[config.mk]
export PLATFORM = sky130hd
export DESIGN_NAME = display_pos_to_map_addr
export DESIGN_NICKNAME = d
export VERILOG_FILES = /design/src/rtl/display_pos_to_map_addr.sv
export SDC_FILE = /design/constraint.sdc
export NUM_CORES = 1
export LEC_CHECK = 0
export ABC_AREA = 1
export CORE_MARGIN = 1.5
export CORE_UTILIZATION = 25
export DETAILED_ROUTE_END_ITERATION = 12
export PLACE_DENSITY = 0.47
export RECOVER_POWER = 100
export SKIP_CTS_REPAIR_TIMING = 1
export SYNTH_ARGS = -nofsm -noshare
export SYNTH_HDL_FRONTEND = slang
export SYNTH_SLANG_ARGS = --single-unit
export TNS_END_PERCENT = 50
[constraint.sdc]
create_clock -name clk -period 2.1 [get_ports clk]
set_input_delay 0.315 -clock clk [delete_from_list [all_inputs] [get_ports clk]]
set_output_delay 0.315 -clock clk [all_outputs]
set_load 0.03 [all_outputs]
[src/rtl/display_pos_to_map_addr.sv]
// display_pos_to_map_addr
//   Maps a raster pixel position to tile indices, an in-tile pixel offset and the
//   linear tile-map RAM address (idx_y*MAP_W + idx_x). Instead of a multiplier, the
//   address comes from a row-base tracker that follows the raster row by row. When
//   the position jumps to an unrelated row, the tracker re-walks from row 0, and
//   input is stalled while it does so.
// Ports
//   clk, rst        clock, synchronous active-high reset
//   pos_valid       position valid; accepted when pos_valid & in_ready
//   display_pos_x/y raster position
//   in_ready        block can accept a position this cycle
//   out_valid       one-cycle result strobe (no backpressure)
//   matrix_idx_x/y  tile column / row (truncated when out of map)
//   tile_off_x/y    pixel offset inside the tile
//   map_addr        linear map address, 0 when in_map=0
//   in_map          position lies inside the MAP_W x MAP_H map
module display_pos_to_map_addr #(
  parameter int unsigned H_W        = 11,
  parameter int unsigned V_W        = 10,
  parameter int unsigned TILE_SHIFT = 4,
  parameter int unsigned MAP_W      = 80,
  parameter int unsigned MAP_H      = 50,
  parameter int unsigned IDX_X_W    = 7,
  parameter int unsigned IDX_Y_W    = 6,
  parameter int unsigned ADDR_W     = 12,
  parameter int unsigned H_START    = 0,
  parameter int unsigned V_START    = 0,
  parameter int unsigned CENTER_OFF = 7
) (
  input  logic                  clk,
  input  logic                  rst,
  input  logic                  pos_valid,
  input  logic [H_W-1:0]        display_pos_x,
  input  logic [V_W-1:0]        display_pos_y,
  output logic                  in_ready,
  output logic                  out_valid,
  output logic [IDX_X_W-1:0]    matrix_idx_x,
  output logic [IDX_Y_W-1:0]    matrix_idx_y,
  output logic [TILE_SHIFT-1:0] tile_off_x,
  output logic [TILE_SHIFT-1:0] tile_off_y,
  output logic [ADDR_W-1:0]     map_addr,
  output logic                  in_map
);

  typedef enum logic {TRACK, RESYNC} state_t;

  localparam logic [H_W:0]     X_SUB     = (H_W+1)'(H_START + CENTER_OFF);
  localparam logic [V_W:0]     Y_SUB     = (V_W+1)'(V_START + CENTER_OFF);
  localparam logic [ADDR_W-1:0] ROW_STEP = ADDR_W'(MAP_W);
  localparam logic [IDX_Y_W:0] ONE_Y     = (IDX_Y_W+1)'(1);

  // Stage 0: offset-corrected position; the extra top bit is the borrow.
  logic [H_W:0]              rel_x;
  logic [V_W:0]              rel_y;
  logic [H_W-TILE_SHIFT-1:0] q_x;
  logic [V_W-TILE_SHIFT-1:0] q_y;
  logic                      pos_in_map;
  logic                      accept;

  assign rel_x      = {1'b0, display_pos_x} - X_SUB;
  assign rel_y      = {1'b0, display_pos_y} - Y_SUB;
  assign q_x        = rel_x[H_W-1:TILE_SHIFT];
  assign q_y        = rel_y[V_W-1:TILE_SHIFT];
  assign pos_in_map = !rel_x[H_W] && !rel_y[V_W] &&
                      (32'(q_x) < MAP_W) && (32'(q_y) < MAP_H);
  assign accept     = pos_valid && in_ready;

  logic                  s0_valid;
  logic [IDX_X_W-1:0]    s0_idx_x;
  logic [IDX_Y_W-1:0]    s0_idx_y;
  logic [TILE_SHIFT-1:0] s0_off_x;
  logic [TILE_SHIFT-1:0] s0_off_y;
  logic                  s0_in_map;

  // Stage 0 data loads only on accept, so it stays put for the whole RESYNC walk.
  always_ff @(posedge clk) begin
    if (rst) begin
      s0_valid  <= 1'b0;
      s0_idx_x  <= '0;
      s0_idx_y  <= '0;
      s0_off_x  <= '0;
      s0_off_y  <= '0;
      s0_in_map <= 1'b0;
    end else begin
      s0_valid <= accept;
      if (accept) begin
        s0_idx_x  <= IDX_X_W'(q_x);
        s0_idx_y  <= IDX_Y_W'(q_y);
        s0_off_x  <= rel_x[TILE_SHIFT-1:0];
        s0_off_y  <= rel_y[TILE_SHIFT-1:0];
        s0_in_map <= pos_in_map;
      end
    end
  end

  // Stage 1: row-base tracker.
  state_t              state, state_nx;
  logic [ADDR_W-1:0]   row_base, row_base_nx, step_base, col;
  logic [IDX_Y_W-1:0]  row_y, row_y_nx, cnt, cnt_nx;
  logic                hit, step, clear, miss;
  logic                res_valid;
  logic [ADDR_W-1:0]   res_addr;

  assign step_base = row_base + ROW_STEP;
  assign col       = ADDR_W'(s0_idx_x);
  assign hit       = (s0_idx_y == row_y);
  assign step      = ({1'b0, s0_idx_y} == ({1'b0, row_y} + ONE_Y));
  assign clear     = (s0_idx_y == '0);
  assign miss      = (state == TRACK) && s0_valid && s0_in_map && !(hit || step || clear);
  // Drops combinationally in the cycle the miss is seen, before RESYNC is registered.
  assign in_ready  = (state == TRACK) && !miss;

  always_comb begin
    state_nx    = state;
    row_base_nx = row_base;
    row_y_nx    = row_y;
    cnt_nx      = cnt;
    res_valid   = 1'b0;
    res_addr    = '0;
    case (state)
      TRACK: begin
        if (s0_valid) begin
          if (!s0_in_map) begin
            res_valid = 1'b1;
          end else if (hit) begin
            res_valid = 1'b1;
            res_addr  = row_base + col;
          end else if (step) begin
            row_base_nx = step_base;
            row_y_nx    = row_y + 1'b1;
            res_valid   = 1'b1;
            res_addr    = step_base + col;
          end else if (clear) begin
            row_base_nx = '0;
            row_y_nx    = '0;
            res_valid   = 1'b1;
            res_addr    = col;
          end else begin
            state_nx    = RESYNC;
            row_base_nx = '0;
            cnt_nx      = '0;
          end
        end
      end
      RESYNC: begin
        row_base_nx = step_base;
        cnt_nx      = cnt + 1'b1;
        if (cnt_nx == s0_idx_y) begin
          state_nx  = TRACK;
          row_y_nx  = s0_idx_y;
          res_valid = 1'b1;
          res_addr  = step_base + col;
        end
      end
      default: state_nx = TRACK;
    endcase
  end

  always_ff @(posedge clk) begin
    if (rst) begin
      state        <= TRACK;
      row_base     <= '0;
      row_y        <= '0;
      cnt          <= '0;
      out_valid    <= 1'b0;
      matrix_idx_x <= '0;
      matrix_idx_y <= '0;
      tile_off_x   <= '0;
      tile_off_y   <= '0;
      map_addr     <= '0;
      in_map       <= 1'b0;
    end else begin
      state     <= state_nx;
      row_base  <= row_base_nx;
      row_y     <= row_y_nx;
      cnt       <= cnt_nx;
      out_valid <= res_valid;
      if (res_valid) begin
        matrix_idx_x <= s0_idx_x;
        matrix_idx_y <= s0_idx_y;
        tile_off_x   <= s0_off_x;
        tile_off_y   <= s0_off_y;
        map_addr     <= res_addr;
        in_map       <= s0_in_map;
      end
    end
  end

endmodule
# Yosys cells after proc, flatten, opt, wreduce, memory -nomap -nowiden
# Cells that the tools add are included.
# Widths: inputs -> output; s select.
[word_totals] ff_bits=83 word_cells=95
[op_classes] add_sub_neg=8 magnitude_cmp=2 eq_ne=10 n_mux=39 bitwise_logic=1 reduce_logical=18
[op_table] op="$mux 12" count=9
[op_table] op="$mux 6" count=11
[op_table] op="$pmux 12 s2" count=2
[op_table] op="$add 12x7->12" count=2
[op_table] op="$pmux 6 s2" count=2
[op_table] op="$add 12x7->12 const B" count=1
[op_table] op="$add 6x1->6 const B" count=2
[op_table] op="$eq 6x6->1" count=2
[op_table] op="$mux 1" count=12
[op_table] op="$sub 11x3->12 const B" count=1
[op_table] op="$sub 10x3->11 const B" count=1
[op_table] op="$ne 2x2->1 const B" count=5
[op_table] op="$reduce_and 5->1" count=2
[op_table] op="$logic_and 1x1->1" count=8
[op_table] op="$add 6x1->7 const B" count=1
[op_table] op="$eq 6x7->1" count=1
[op_table] op="$lt 7x7->1 const B" count=1
[op_table] op="$mux 7" count=1
[op_table] op="$logic_not 6->1" count=1
[op_table] op="$lt 6x6->1 const B" count=1
[op_table] op="$logic_not 1->1" count=4
[op_table] op="$pmux 1 s2" count=2
[op_table] op="$ne 3x3->1 const B" count=1
[op_table] op="$reduce_and 3->1" count=1
[op_table] op="other kinds (3)" count=4

# Logic depth before layout (Yosys ltp)
[logic_depth] depth_word=9 depth_mapped=17 ltp_nobuf=16

# Worst setup path before layout
# OpenSTA, ideal clock, no wires.
[synth_path] path_type="reg-to-reg" start="reg row_base[4]" end="reg map_addr[11]" arrival_time_ns=1.901 path_slack_ns=0.087 stages_incl_launch_ff=17 n_path_buf=0 path_cell_list="dfxtp_1 ha_1 inv_1 nand2_1 nand2_1 ha_1 nand3_1 nand3_1 nand2_1 nor2_1 nand3_1 nand2_1 nand3_1 nand3_1 nand2_1 nand2_1 nand2_1"
[synth_via] elab_chain_len=7
[synth_lines] element="start: declaration" line="98" text="logic [ADDR_W-1:0] row_base, row_base_nx, step_base, col;"
[synth_lines] element="start signal: assignment" line="174" text="row_base <= row_base_nx;"
[synth_lines] element="$add 12x7->12" line="104" text="assign step_base = row_base + ROW_STEP;"
[synth_lines] element="$add 12x7->12" line="132, 152"
[synth_lines] element="$mux 12" line="128" text="end else if (step) begin"
[synth_lines] element="$mux 12" line="125" text="end else if (hit) begin"
[synth_lines] element="$mux 12" line="123" text="if (!s0_in_map) begin"
[synth_lines] element="$mux 12" line="122" text="if (s0_valid) begin"
[synth_lines] element="$pmux 12 s2 (*)" line="120" text="case (state)"
[synth_lines] element="end signal: assignment" line="183" text="map_addr <= res_addr;"
[synth_lines] element="end: declaration" line="41" text="output logic [ADDR_W-1:0] map_addr,"
# Mark *: on every way between the ends. The rest lies on a longest branch, timed or not.
# A chain may end at the register's enable or synchronous reset.

# Final worst setup path
[layout_path] start="reg row_y[1]" end="out in_ready"
[layout_via] elab_chain_len=8
[layout_lines] element="start: declaration" line="99" text="logic [IDX_Y_W-1:0] row_y, row_y_nx, cnt, cnt_nx;"
[layout_lines] element="start signal: assignment" line="175" text="row_y <= row_y_nx;"
[layout_lines] element="$add 6x1->7" line="107" text="assign step = ({1'b0, s0_idx_y} == ({1'b0, row_y} + ONE_Y));"
[layout_lines] element="$eq 6x7->1" line="107"
[layout_lines] element="$logic_or 1x1->1 (*) (2 in series)" line="109" text="assign miss = (state == TRACK) && s0_valid && s0_in_map && !(hit || step || clear);"
[layout_lines] element="$logic_not 1->1 (*)" line="109"
[layout_lines] element="$logic_and 1x1->1 (*)" line="109"
[layout_lines] element="$logic_not 1->1 (*)" line="111" text="assign in_ready = (state == TRACK) && !miss;"
[layout_lines] element="$logic_and 1x1->1 (*)" line="111"
[layout_lines] element="end: declaration" line="35" text="output logic in_ready,"
# Marked as above.

==> flow_metrics.env <==
export IMPL_status="finished, violations left"
export IMPL_violations="negative setup slack"
export IMPL_layout_commonest_cell="nand2_1"
export IMPL_grt_max_degree=49
export IMPL_critPathLaunch="row_y[1]"
export IMPL_final_layout_size_suffix_gt1_share_pct=17.6
export IMPL_regToRegStartpoint="row_y[1]"
export IMPL_via_per_inst=4.42
export IMPL_synthDistinctLibCells=40
export IMPL_first_global_vias=4513
export IMPL_cts_tree="built"
export IMPL_dp_hpwl_mm=10.8
export IMPL_clockBufferDepth=2
export IMPL_cts_clk_slew_worst_paths_ns=0.07
export IMPL_die_h_um=141
export IMPL_post_synth_instance_area_sq_um=4740
export IMPL_grt_use_total_pct=14.3
export IMPL_wl_mm=14.0
export IMPL_rows=50
export IMPL_finalSetupViolations=1
export IMPL_ys_seq_area_share_pct=33.3
export IMPL_period_minus_slack_ns=2.23
export IMPL_synth_edf_count=0
export IMPL_final_cell_mix="nand2_1, nor2_1, dfxtp_1"
export IMPL_required_ns=1.78
export IMPL_cp_arrival_ns=1.92
export IMPL_hold_path_class="flop to flop"
export IMPL_grt_overflow=0
export IMPL_p_per_area_nw_per_um2=631
export IMPL_antenna_found_initial=0
export IMPL_core_sq_um=18600
export IMPL_p_leak_nw=3.14
export IMPL_start_kind="flop"
export IMPL_firstDrtPassIters=5
export IMPL_dpl_worst_slack_ns=0.0149
export IMPL_hp_start="matrix_idx_x[3]"
export IMPL_syn_avg_cell_area_sq_um=6.42
export IMPL_grt_pass1_wl_mm=22.5
export IMPL_min_path_cells=2
export IMPL_finalNetCount=889
export IMPL_drtIter0Drc=213
export IMPL_dieArea_sq_um=19800
export IMPL_start_util_pct=25.4
export IMPL_maxCapViolCount=0
export IMPL_synth_seq_cells=79
export IMPL_vdd_drop_max_v=0.000386
export IMPL_post_route_util_pct=35.2
export IMPL_cts_max_level=3
export IMPL_antenna_cells=0
export IMPL_root_buffer="clkbuf_16"
export IMPL_seq_power_share_pct=39.4
export IMPL_routedWlPerCell_um=12.8
export IMPL_route_vias_total=4827
export IMPL_remaining_drc_errors=0
export IMPL_final_antenna_net_count=0
export IMPL_boundaryPins=60
export IMPL_path_max_fanout=3
export IMPL_ys_warn_count=0
export IMPL_final_cells=1092
export IMPL_p_sw_mw=1.33
export IMPL_cts_sinks=79
export IMPL_swShare_pct=32.2
export IMPL_dpl_cell_count=1070
export IMPL_synthCells=739
export IMPL_intPower_mw=2.80
export IMPL_die_w_um=141
export IMPL_drv_slew=0
export IMPL_clkPwrFrac_pct=38.8
export IMPL_syn_nets=775
export IMPL_port_buffers=59
export IMPL_synthFlopType="dfxtp_1"
export IMPL_cp_end_kind="primary output"
export IMPL_finClkSkew_ns=0.00741
export IMPL_rsz0062_at_grt="true"
export IMPL_syn2layout_area_growth_pct=38.2
export IMPL_globalplace_congestion=0.823
export IMPL_setup_ws_ns=-0.132
export IMPL_reg2reg_depth=11
export IMPL_path_class="flop to primary output"
export IMPL_pwr_share_comb_pct=21.9
export IMPL_fmax_mhz=448
export IMPL_hold_violations=0
export IMPL_fin_crit_sh_pct=106
export IMPL_cts_made_buffers=9
export IMPL_synthArstFlopShare_pct=0
export IMPL_clock_latency_ns=0.35
[power groups by stage]
stage	clock network, mW	registers (mW)	logic [mW]
5_1_grt	1.72	1.64	0.997
4_1_cts	1.66	1.62	0.882
6_report	1.60	1.63	0.903
3_5_place_dp	0	1.66	0.879
3_3_place_gp	0	1.66	0.879
2_1_floorplan	0	1.68	0.470
[path summary, 6_finish.rpt]
kind | to | slack, ns
worst max-delay path | in_ready | -0.13
worst min-delay path | matrix_idx_x[3] | 0.44
worst max register to register | row_base[6] | 0.06
worst min register to register | matrix_idx_x[3] | 0.44
[cells in the mapped netlist (8+ instances only)]
master,instances,area share [%]
nand2_1,266,21
nor2_1,92,7.3
dfxtp_1,79,33
nand3_1,70,7.4
inv_1,54,4.3
a21oi_1,25,2.6
xor2_1,25,4.6
nand4_1,16,2.1
o21ai_0,14,1.5
ha_1,12,3.2
clkbuf_1,10,0.79
inv_2,8,0.63
o21ai_1,8,0.84
[metal layers]
| metal | global-route usage, % | wire (um) | part of all wire, % | up-vias |
|---|---|---|---|---|
| li1 | - | - | - | 2582 |
| met1 | 18.6 | 6810 | 49 | 2159 |
| met2 | 23.9 | 6470 | 46 | 74 |
| met3 | 2.68 | 471 | 3.4 | 12 |
| met4 | 4.88 | 195 | 1.4 | 0 |
| met5 | 0 | 0 | 0 | - |
[critical path: stages, from the launching register on]
cell,delay (ns)
dfxtp_2,0.34
ha_4,0.24
xor2_1,0.15
nor2_2,0.14
nand2_1,0.07
inv_2,0.08
nand3_4,0.09
nand2_2,0.07
nand2_2,0.07
nand2_4,0.10
buf_12,0.11
buf_8,0.11
[through the flow]
| stage | power [mW] | hold WS [ns] | setup TNS [ns] | area, sq um |
|---|---|---|---|---|
| after floorplan | 2.15 | 0.420 | 0 | 4740 |
| after global placement | 2.54 | 0.435 | 0 | 6060 |
| after detailed placement | 2.54 | 0.438 | 0 | 6060 |
| after CTS | 4.17 | 0.453 | -0.293 | 6360 |
| after global routing | 4.35 | 0.461 | -0.990 | 6560 |
| final | 4.13 | 0.443 | -0.132 | 6560 |
[logic make-up after synthesis]
family          share of synthesized area [%]
flops                                    33.3
xor+xnor                                 5.72
other cells                            0.0791
buf+inv                                  7.89
compound gates                           6.65
fa+ha+maj                                3.17
simple gates                             43.2
[flip-flops by register name, indices dropped and copies added, names as in the netlist, 4 cells and up]
name / cells
map_addr: 12
row_y: 6
cnt: 6
tile_off_y: 4
row_base: 8
s0_off_x: 4
s0_idx_x: 7
s0_off_y: 4
matrix_idx_x: 7
tile_off_x: 4
matrix_idx_y: 6
s0_idx_y: 6
[area by class of cell]
type | instances | area [sq um]
multi-input cells | 573 | 2920
clock inverters | 7 | 75.1
well taps | 234 | 293
inverters | 63 | 236
flip-flops and latches | 79 | 1590
clock buffers | 9 | 225
fillers | 2095 | 12100
repair buffers | 127 | 1210
Note: power is estimated with default switching activity, not from simulation.
